[src/rtl/ym_bus_responder.sv]
// YM2203-style bus responder: decodes two-phase register writes into an
// {addr,data} FIFO, models the busy window and returns sticky status on reads.
module ym_bus_responder #(
  parameter int DEPTH       = 4,
  parameter int BUSY_CYCLES = 32
) (
  input  logic                     clk_in,
  input  logic                     rst,
  input  logic                     cen,
  input  logic                     cs_n,
  input  logic                     wr_n,
  input  logic                     rd_n,
  input  logic                     addr,
  input  logic [7:0]               din,
  output logic [7:0]               dout,
  output logic                     out_valid,
  input  logic                     out_ready,
  output logic [7:0]               out_addr,
  output logic [7:0]               out_data,
  output logic [$clog2(DEPTH):0]   level,
  output logic                     busy
);
  localparam int AW = $clog2(DEPTH);
  localparam int LW = AW + 1;

  logic          r_wr_q;
  logic [7:0]    r_areg;
  logic [7:0]    r_cnt;
  logic          r_ovf;
  logic          r_viol;
  logic [7:0]    r_dout;
  logic [7:0]    r_mem_addr [DEPTH];
  logic [7:0]    r_mem_data [DEPTH];
  logic [AW-1:0] r_wr_ptr;
  logic [AW-1:0] r_rd_ptr;
  logic [LW-1:0] r_level;

  logic w_wstb, w_push, w_pop, w_full, w_push_ok, w_ovf_set, w_viol_set;
  logic w_rd, w_clr;

  // Edge-detect the write strobe so a held low pulse yields one write.
  assign w_wstb     = cen & ~cs_n & ~wr_n & r_wr_q;
  assign w_push     = w_wstb & addr;
  assign w_pop      = out_valid & out_ready;
  assign w_full     = (r_level == LW'(DEPTH));
  assign w_push_ok  = w_push & (~w_full | w_pop);
  assign w_ovf_set  = w_push & w_full & ~w_pop;
  assign w_viol_set = w_push & busy;
  // A simultaneous write strobe takes precedence over the read.
  assign w_rd       = cen & ~cs_n & ~rd_n & wr_n;
  assign w_clr      = w_rd & ~addr;

  assign busy      = (r_cnt != 8'd0);
  assign out_valid = (r_level != '0);
  assign level     = r_level;
  assign dout      = r_dout;
  assign out_addr  = r_mem_addr[r_rd_ptr];
  assign out_data  = r_mem_data[r_rd_ptr];

  always_ff @(posedge clk_in) begin
    if (rst) begin
      r_wr_q   <= 1'b1;
      r_areg   <= 8'h00;
      r_cnt    <= 8'd0;
      r_ovf    <= 1'b0;
      r_viol   <= 1'b0;
      r_dout   <= 8'h00;
      r_wr_ptr <= '0;
      r_rd_ptr <= '0;
      r_level  <= '0;
      for (int i = 0; i < DEPTH; i++) begin
        r_mem_addr[i] <= 8'h00;
        r_mem_data[i] <= 8'h00;
      end
    end else begin
      if (cen) r_wr_q <= cs_n | wr_n;
      if (w_wstb && !addr) r_areg <= din;

      if (w_push_ok) begin
        r_mem_addr[r_wr_ptr] <= r_areg;
        r_mem_data[r_wr_ptr] <= din;
        r_wr_ptr             <= r_wr_ptr + 1'b1;
      end
      if (w_pop) r_rd_ptr <= r_rd_ptr + 1'b1;
      case ({w_push_ok, w_pop})
        2'b10:   r_level <= r_level + 1'b1;
        2'b01:   r_level <= r_level - 1'b1;
        default: r_level <= r_level;
      endcase

      // Every data write reloads the window, even when the entry is dropped.
      if (w_push)                   r_cnt <= 8'(BUSY_CYCLES);
      else if (cen && r_cnt != 8'd0) r_cnt <= r_cnt - 8'd1;

      if (w_rd) r_dout <= {busy, 5'b0, r_ovf, r_viol};

      if (w_ovf_set)  r_ovf  <= 1'b1;
      else if (w_clr) r_ovf  <= 1'b0;
      if (w_viol_set) r_viol <= 1'b1;
      else if (w_clr) r_viol <= 1'b0;
    end
  end
endmodule

[config.mk]
export PLATFORM = sky130hd
export DESIGN_NAME = ym_bus_responder
export DESIGN_NICKNAME = d
export VERILOG_FILES = /design/src/rtl/ym_bus_responder.sv
export SDC_FILE = /design/constraint.sdc
export NUM_CORES = 1
export LEC_CHECK = 0
export BUFFER_PORTS_ARGS = -buffer_cell sky130_fd_sc_hd__buf_2
export CORE_MARGIN = 1
export CORE_UTILIZATION = 40
export DETAILED_ROUTE_END_ITERATION = 6
export HOLD_SLACK_MARGIN = 0.03
export PLACE_DENSITY = 0.54
export SLEW_MARGIN = 15
export SYNTH_ARGS = -nofsm -noshare
export SYNTH_HDL_FRONTEND = slang
export SYNTH_SLANG_ARGS = --single-unit
[constraint.sdc]
create_clock -name clk_in -period 2.87 [get_ports clk_in]
set_clock_uncertainty 0.05 [all_clocks]
set_input_delay 0.7175 -clock clk_in [delete_from_list [all_inputs] [get_ports clk_in]]
set_output_delay 0.7175 -clock clk_in [all_outputs]
set_load 0.01 [all_outputs]
* Yosys cells after proc, flatten, opt, wreduce, memory -nomap -nowiden *
Memories as Yosys holds them, arrays and structs flattened. A register that Yosys moved wholly into a read port is not among the register bits.
Cells that the tools add are included.

cells by class
  bitwise gates (word level) = 20
  shift-type cells = 0
  magnitude comparators = 0
  reduce and logical (&&, ||, !) cells = 12
  mux-type cells = 21
  $add $sub $neg = 5
  eq/ne operators = 3
  multipliers = 0
  divide/modulo/power cells = 0

operators with widths
  operator             number
  $mux 8               2
  $reduce_or 8->1      2
  $and 1x1->1          12
  $mux 2               6
  $mux 6               2
  $mux 1               10
  $reduce_bool 2->1    4
  $reduce_bool 8->1    1
  $sub 8x1->8 const B  1
  $not 1->1            6
  $pmux 3 s2           1
  $add 2x1->2 const B  2
  $add 3x1->3 const B  1
  $eq 3x3->1 const B   1
  $reduce_bool 3->1    1
  $sub 3x1->3 const B  1
  $eq 2x1->1 const B   1
  $eq 2x2->1 const B   1
  $logic_and 1x1->1    2
  $or 1x1->1           2
  $reduce_or 2->1      1
  $logic_not 1->1      1

storage, ports and cells
  memory bits (read-only) = 0
  bits of input ports = 16
  memories kept = 2
  logic and storage cells = 73
  bits in writable memories = 64
  latch bits = 0
  register bits after elaboration = 29
  output and inout port bits = 29

memory list
  name        words  bits a word  rd ports  clocked after memory_dff  wr ports  RTL line  RTL
  r_mem_addr  4      8            1         1                         4         32        logic [7:0] r_mem_addr [DEPTH];
  r_mem_data  4      8            1         1                         4         33        logic [7:0] r_mem_data [DEPTH];

* Logic depth before layout (Yosys ltp) *
Gate-level depths: netlist of the first run.

  depth in word-level cells = 11
  gate-level depth with buffers = 8
  depth with buffers taken out = 8

* Worst setup path after synthesis of the first run *
Ideal clock, no wire load.

  kind = input port to flip-flop
  from = input wr_n
  to = memory r_mem_addr[1][0], enable pin
  stages on the path = 4
  arrival = 2277 ps
  setup slack = 150 ps
  required time = 2428 ps
  library setup time = 392 ps
  buffers on the path = 0
  cell sequence = nand4bb_4 -> nor3_1 -> nand2_1 -> o21bai_1

RTL lines
  item         RTL line  RTL
  from (decl)  11        input logic wr_n,
  to (decl)    32

==> impl_metrics.csv, run 1 <==
group,metric,value,unit
die,rows,37,
global_route,antenna_found_initial,0,
logic_synthesis,synth_top_cell_area_share,44.9,%
logic_synthesis,syn_inst,330,
clocking,cts-root-buf,"clkbuf_8",
sta,holdWs,428,ps
routing,drtPass1Iterations,4,
logic_synthesis,synth_top_area_cell,"edfxtp_1",
clocking,clkSinkCount,95,
critical_path,startpoint_type,"flip-flop",
die,fp.coreArea,10300,sq um
clocking,hold_buffers,0,
global_route,grt_first_pass_wirelength,13800,um
critical_path,end_kind,"primary output",
placement,port_buffers,39,
logic_synthesis,synth_edf_count,64,
die,die-area,11100,sq um
sta,slew_viol_final,0,
logic_synthesis,synth-seq-cells,95,
logic_synthesis,yosysWarnings,0,
logic_synthesis,synth_common_cells,"64 x and2_1, 64 x edfxtp_1, 31 x dfxtp_1",
hold_path,holdCritPathClass,"flip-flop to flip-flop",
power_and_ir_drop,p_per_area,599,nW/um^2
cells_and_area,final_util,47.0,%
cells_and_area,antenna_cells,0,
critical_path,critPathArrivalTime,1730,ps
critical_path,required,2100,ps
sta,post-route-period-util,87.1,%
cells_and_area,drive_gt1_share,25.6,%
flow_run,drv_cap,0,
clocking,clk_pin_slew_worst_paths,90,ps
placement,dp_hpwl,5620,um
critical_path,critPathKind,"flip-flop to primary output",
clocking,cts_max_path_buffers,2,
cells_and_area,final_cells,523,
critical_path,r2r.worst_path.cells,8,
die,die_w,105,um
clocking,post_cts_resized,0,
logic_synthesis,yosys-top-cells-area,"edfxtp_1 45%, dfxtp_1 15%, and2_1 9.4%",
clocking,insertion_delay,350,ps
global_route,overflow,0,
clocking,numCtsBuffers,9,
logic_synthesis,yosysSeqAreaShare,59.4,%
cells_and_area,final_nets,400,
critical_path,max_stage_delay,570,ps
routing,routedWlPerCell,16.1,um
sta,setup_viol_count_final,0,
routing,ant_nets,0,
sta,fmax,0.400,GHz
logic_synthesis,async_flop_share,0,%
global_route,grt_util_all_layers,16.6,%
critical_path,crit_slowest_cell,"mux4_2",
hold_path,min_path_cells,2,
logic_synthesis,ys_types,51,
die,die_h,105,um
placement,dp.cells,507,
sta,hold_viol_final,0,
global_route,grt_max_degree,32,
die,initial_core_util,41.4,%
sta,tightest_slew,596,ps
clocking,h-tree-depth,3,
placement,post-place-ws,208,ps
cells_and_area,area_delta_synth_final,13.6,%
logic_synthesis,ys.flop_type,"edfxtp_1",
global_route,grt_pass1_vias,2614,
sta,setup_tns,0,ps
routing,viasPerCell,4.98,
cells_and_area,stdcell_area,4860,sq um
routing,vias,2603,
sta,period_needed,2500,ps
outcome,status,"complete, no violations",
sta,rsz0062_at_grt,"no",
placement,placed_cell_area,4680,sq um
routing,routed_wl,8430,um
sta,fin_ws,370,ps
critical_path,crit_path_cell_trace,"buf_4 -> mux4_2 -> buf_2",
power_and_ir_drop,fin_total_pwr,2.91,mW
clocking,cts_tree,"built",
placement,gp_congestion,0.878,
sta,slew_headroom,60.3,%
critical_path,crit_fanout,16,
clocking,postCtsSetupBuffers,0,
routing,drc,0,
power_and_ir_drop,p_leak,1.78,nW
routing,drtIter0Drc,125,
logic_synthesis,postSynthAreaPerCell,13.0,sq um
die,io_pins,45,
power_and_ir_drop,ir_drop,549,uV
logic_synthesis,syn-cell-area,4280,sq um
## cell usage in the layout, fill, tap and decap left out, drive strengths merged, types with 2 or more instances in the layout
| cell type | instances |
|---|---|
| and2 | 64 |
| edfxtp | 64 |
| buf | 57 |
| dfxtp | 31 |
| nor2 | 20 |
| a21oi | 18 |
| nand2 | 17 |
| mux4 | 16 |
| o21ai | 12 |
| clkbuf | 12 |
| inv | 8 |
| nand3 | 5 |
| conb | 5 |
| xnor2 | 4 |
| a31o | 3 |
| mux2i | 3 |
| nor4 | 3 |
| nand3b | 3 |
| nor2b | 2 |
| and4bb | 2 |
| or3 | 2 |
| nor3b | 2 |
| or2 | 2 |
| and3 | 2 |
| or4 | 2 |
| a211oi | 2 |
| a21o | 2 |
| xor2 | 2 |
| a22oi | 2 |
| nor4b | 2 |
| clkinv | 2 |
## logic make-up (layout without fill, tap and decap cells)
family          Yosys count  in the layout  synth area share (%)
compound gates           48             48                  6.88
other cells               1              5                0.0877
xor+xnor                  6              6                  1.23
simple gates            131            131                  19.0
fa+ha+maj                 2              2                 0.761
flops                    95             95                  59.5
mux                      19             19                  9.13
buf+inv                  28             81                  3.42
## critical path, delay by kind of cell (launching register included)
kind	cells	cell delay [ps]
buffers and inverters	2	480
flip-flops	1	320
multiplexers	1	570
## layout make-up
| type | instances | area, sq um |
|---|---|---|
| inverter | 8 | 30.0 |
| fill | 955 | 5470 |
| sequential | 95 | 2540 |
| tap | 136 | 170 |
| clock buffer | 12 | 135 |
| timing repair buffer | 57 | 330 |
| clock inverter | 4 | 46.3 |
| multi-input combinational | 211 | 1600 |
## worst paths after layout
| path | startpoint | endpoint | slack (ps) |
|---|---|---|---|
| worst max-delay path | flip-flop | out_addr[7] | 370 |
| worst min-delay path | r_cnt[7] | r_cnt[7] | 430 |
| worst max register to register | r_wr_q | level[2] | 710 |
| worst min register to register | r_cnt[7] | r_cnt[7] | 430 |
## power by group
part	internal, mW	switching [mW]	total [mW]
logic	0.204	0.272	0.476
clock network	0.401	0.448	0.849
registers	1.54	0.0460	1.58
## flip-flops by register name, indices dropped and copies added, names as in the netlist, named ones only
| register | cells |
|---|---|
| dout | 3 |
| r_mem_data | 32 |
| r_rd_ptr | 2 |
| r_mem_addr | 32 |
| r_viol | 1 |
| level | 3 |
| r_wr_ptr | 2 |
| r_ovf | 1 |
| r_areg | 8 |
| r_cnt | 8 |
| r_wr_q | 1 |
## layer usage
| layer | global-route usage [%] | part of all wire (%) | routed length, um |
|---|---|---|---|
| met5 | 0 | 0 | 0 |
| met4 | 5.73 | 1.3 | 111 |
| met2 | 28.2 | 50 | 4190 |
| met3 | 3.71 | 2.8 | 239 |
| met1 | 20.8 | 46 | 3890 |
(Power assumes the default switching activity.)
==> run 2: changes to the inputs <==
--- a/config.mk
+++ b/config.mk
@@ -5,7 +5,7 @@
 export SDC_FILE = /design/constraint.sdc
 export NUM_CORES = 1
 export LEC_CHECK = 0
-export BUFFER_PORTS_ARGS = -buffer_cell sky130_fd_sc_hd__buf_2
+export BUFFER_PORTS_ARGS = -buffer_cell sky130_fd_sc_hd__buf_4
 export CORE_MARGIN = 1
 export CORE_UTILIZATION = 40
 export DETAILED_ROUTE_END_ITERATION = 6
==> impl_metrics.csv, run 2 (synthesized netlist as in run 1, its figures left out) <==
group,metric,value,unit
outcome,status,"complete, no violations",
global_route,top_usage_layer,"met2",
critical_path,crit_slowest_cell,"dfxtp_1",
routing,ant_nets,0,
clocking,cts_max_path_buffers,2,
critical_path,max_stage_delay,320,ps
placement,port_buffers,39,
critical_path,critPathArrivalTime,1720,ps
global_route,antenna_found_initial,0,
sta,hold_viol_final,0,
global_route,grt_first_pass_wirelength,14100,um
sta,tightest_slew,571,ps
clocking,cts-root-buf,"clkbuf_8",
die,initial_core_util,41.4,%
clocking,clkSinkCount,95,
critical_path,required,2100,ps
sta,slew_viol_final,0,
clocking,clk_pin_slew_worst_paths,90,ps
sta,fmax,0.401,GHz
die,die_h,105,um
power_and_ir_drop,p_leak,1.81,nW
clocking,insertion_delay,350,ps
global_route,grt_pass1_vias,2618,
cells_and_area,area_delta_synth_final,15.9,%
global_route,grtUsageMet1,23.2,%
routing,viasPerCell,5.07,
global_route,grt_util_all_layers,16.8,%
clocking,cts_tree,"built",
routing,vias,2644,
power_and_ir_drop,fin_total_pwr,2.98,mW
sta,slew_headroom,61.8,%
routing,drtIter0Drc,122,
global_route,grtUsageMet2,26.9,%
die,fp.coreArea,10300,sq um
global_route,grtUsageMet3,2.60,%
hold_path,holdCritPathClass,"flip-flop to flip-flop",
sta,holdWs,431,ps
placement,dp.cells,505,
placement,dp_hpwl,5810,um
critical_path,startpoint_type,"flip-flop",
die,io_pins,45,
cells_and_area,drive_gt1_share,26.0,%
cells_and_area,antenna_cells,0,
sta,period_needed,2490,ps
cells_and_area,final_cell_mix,"64 x and2_1, 64 x edfxtp_1, 55 x buf_4",
sta,post-route-period-util,86.8,%
critical_path,crit_fanout,7,
routing,drc,0,
critical_path,end_kind,"primary output",
power_and_ir_drop,p_per_area,601,nW/um^2
routing,routedWlPerCell,16.5,um
routing,drtPass1Iterations,4,
clocking,h-tree-depth,3,
die,die_w,105,um
global_route,grt_max_degree,32,
routing,routed_wl,8580,um
cells_and_area,final_nets,398,
placement,gp_congestion,0.749,
global_route,overflow,0,
clocking,hold_buffers,0,
sta,setup_tns,0,ps
critical_path,crit_path_cell_trace,"inv_1 -> ha_1 -> nor2b_1 -> nand3b_2 -> buf_4",
sta,rsz0062_at_grt,"no",
cells_and_area,reg.largest.list,"r_mem_addr: 32 flops, r_mem_data: 32 flops",
clocking,numCtsBuffers,9,
power_and_ir_drop,ir_drop,544,uV
clocking,postCtsSetupBuffers,0,
cells_and_area,final_cells,521,
sta,setup_viol_count_final,0,
clocking,post_cts_resized,0,
critical_path,critPathKind,"flip-flop to primary output",
flow_run,drv_cap,0,
die,rows,37,
die,die-area,11100,sq um
cells_and_area,final_util,48.0,%
[run 2: changes by cell type in the layout (fill, tap and decap cells not counted)]
cell / delta
buf_2: -39
buf_4: +37
clkbuf_1: -2
clkinv_4: +2
clkbuf_8: +1
clkinv_1: -1
clkinv_2: +1
clkinvlp_4: -1
[run 2: per-stage QoR]
| step | area (sq um) | worst slack [ps] |
|---|---|---|
| after floorplan | 4290 | 150 |
| final | 4960 | 378 |
| after global routing | 4960 | 256 |
| after CTS | 4960 | 328 |
| after detailed placement | 4760 | 209 |
| after global placement | 4760 | 301 |
[run 2: cell type report]
cell class | count | area (sq um)
multi-input cells | 211 | 1600
flip-flops and latches | 95 | 2540
fillers | 943 | 5370
clock buffers | 11 | 141
clock inverters | 5 | 57.6
inverters | 8 | 30.0
well taps | 136 | 170
repair buffers | 55 | 413
[run 2: report_power, final]
group	switching (mW)	internal (mW)
clock	0.467	0.428
combinational	0.278	0.224
sequential	0.0459	1.54
total	0.792	2.19
[run 2: metal layers]
| metal | part of all wire, % | vias to the layer above | wire (um) |
|---|---|---|---|
| li1 | - | 1287 | - |
| met1 | 47 | 1302 | 4010 |
| met2 | 49 | 46 | 4180 |
| met3 | 3.1 | 9 | 268 |
| met4 | 1.4 | 0 | 116 |
| met5 | 0 | - | 0 |
[run 2: worst max-delay path, delay by kind of cell, from the launching register on]
kind	cells	cell delay [ps]
adder cells (fa/ha/maj)	1	210
buffers and inverters	2	290
flip-flops	1	320
AND/OR/NAND/NOR	2	540
[run 2: final timing paths]
path	startpoint	end	slack, ps	depth (start not counted)
setup / recovery	r_cnt[0]	busy	380	5
hold / removal	r_cnt[7]	r_cnt[7]	430	2
setup reg to reg	r_wr_q	level[1]	760	7
hold reg to reg	r_cnt[7]	r_cnt[7]	430	2
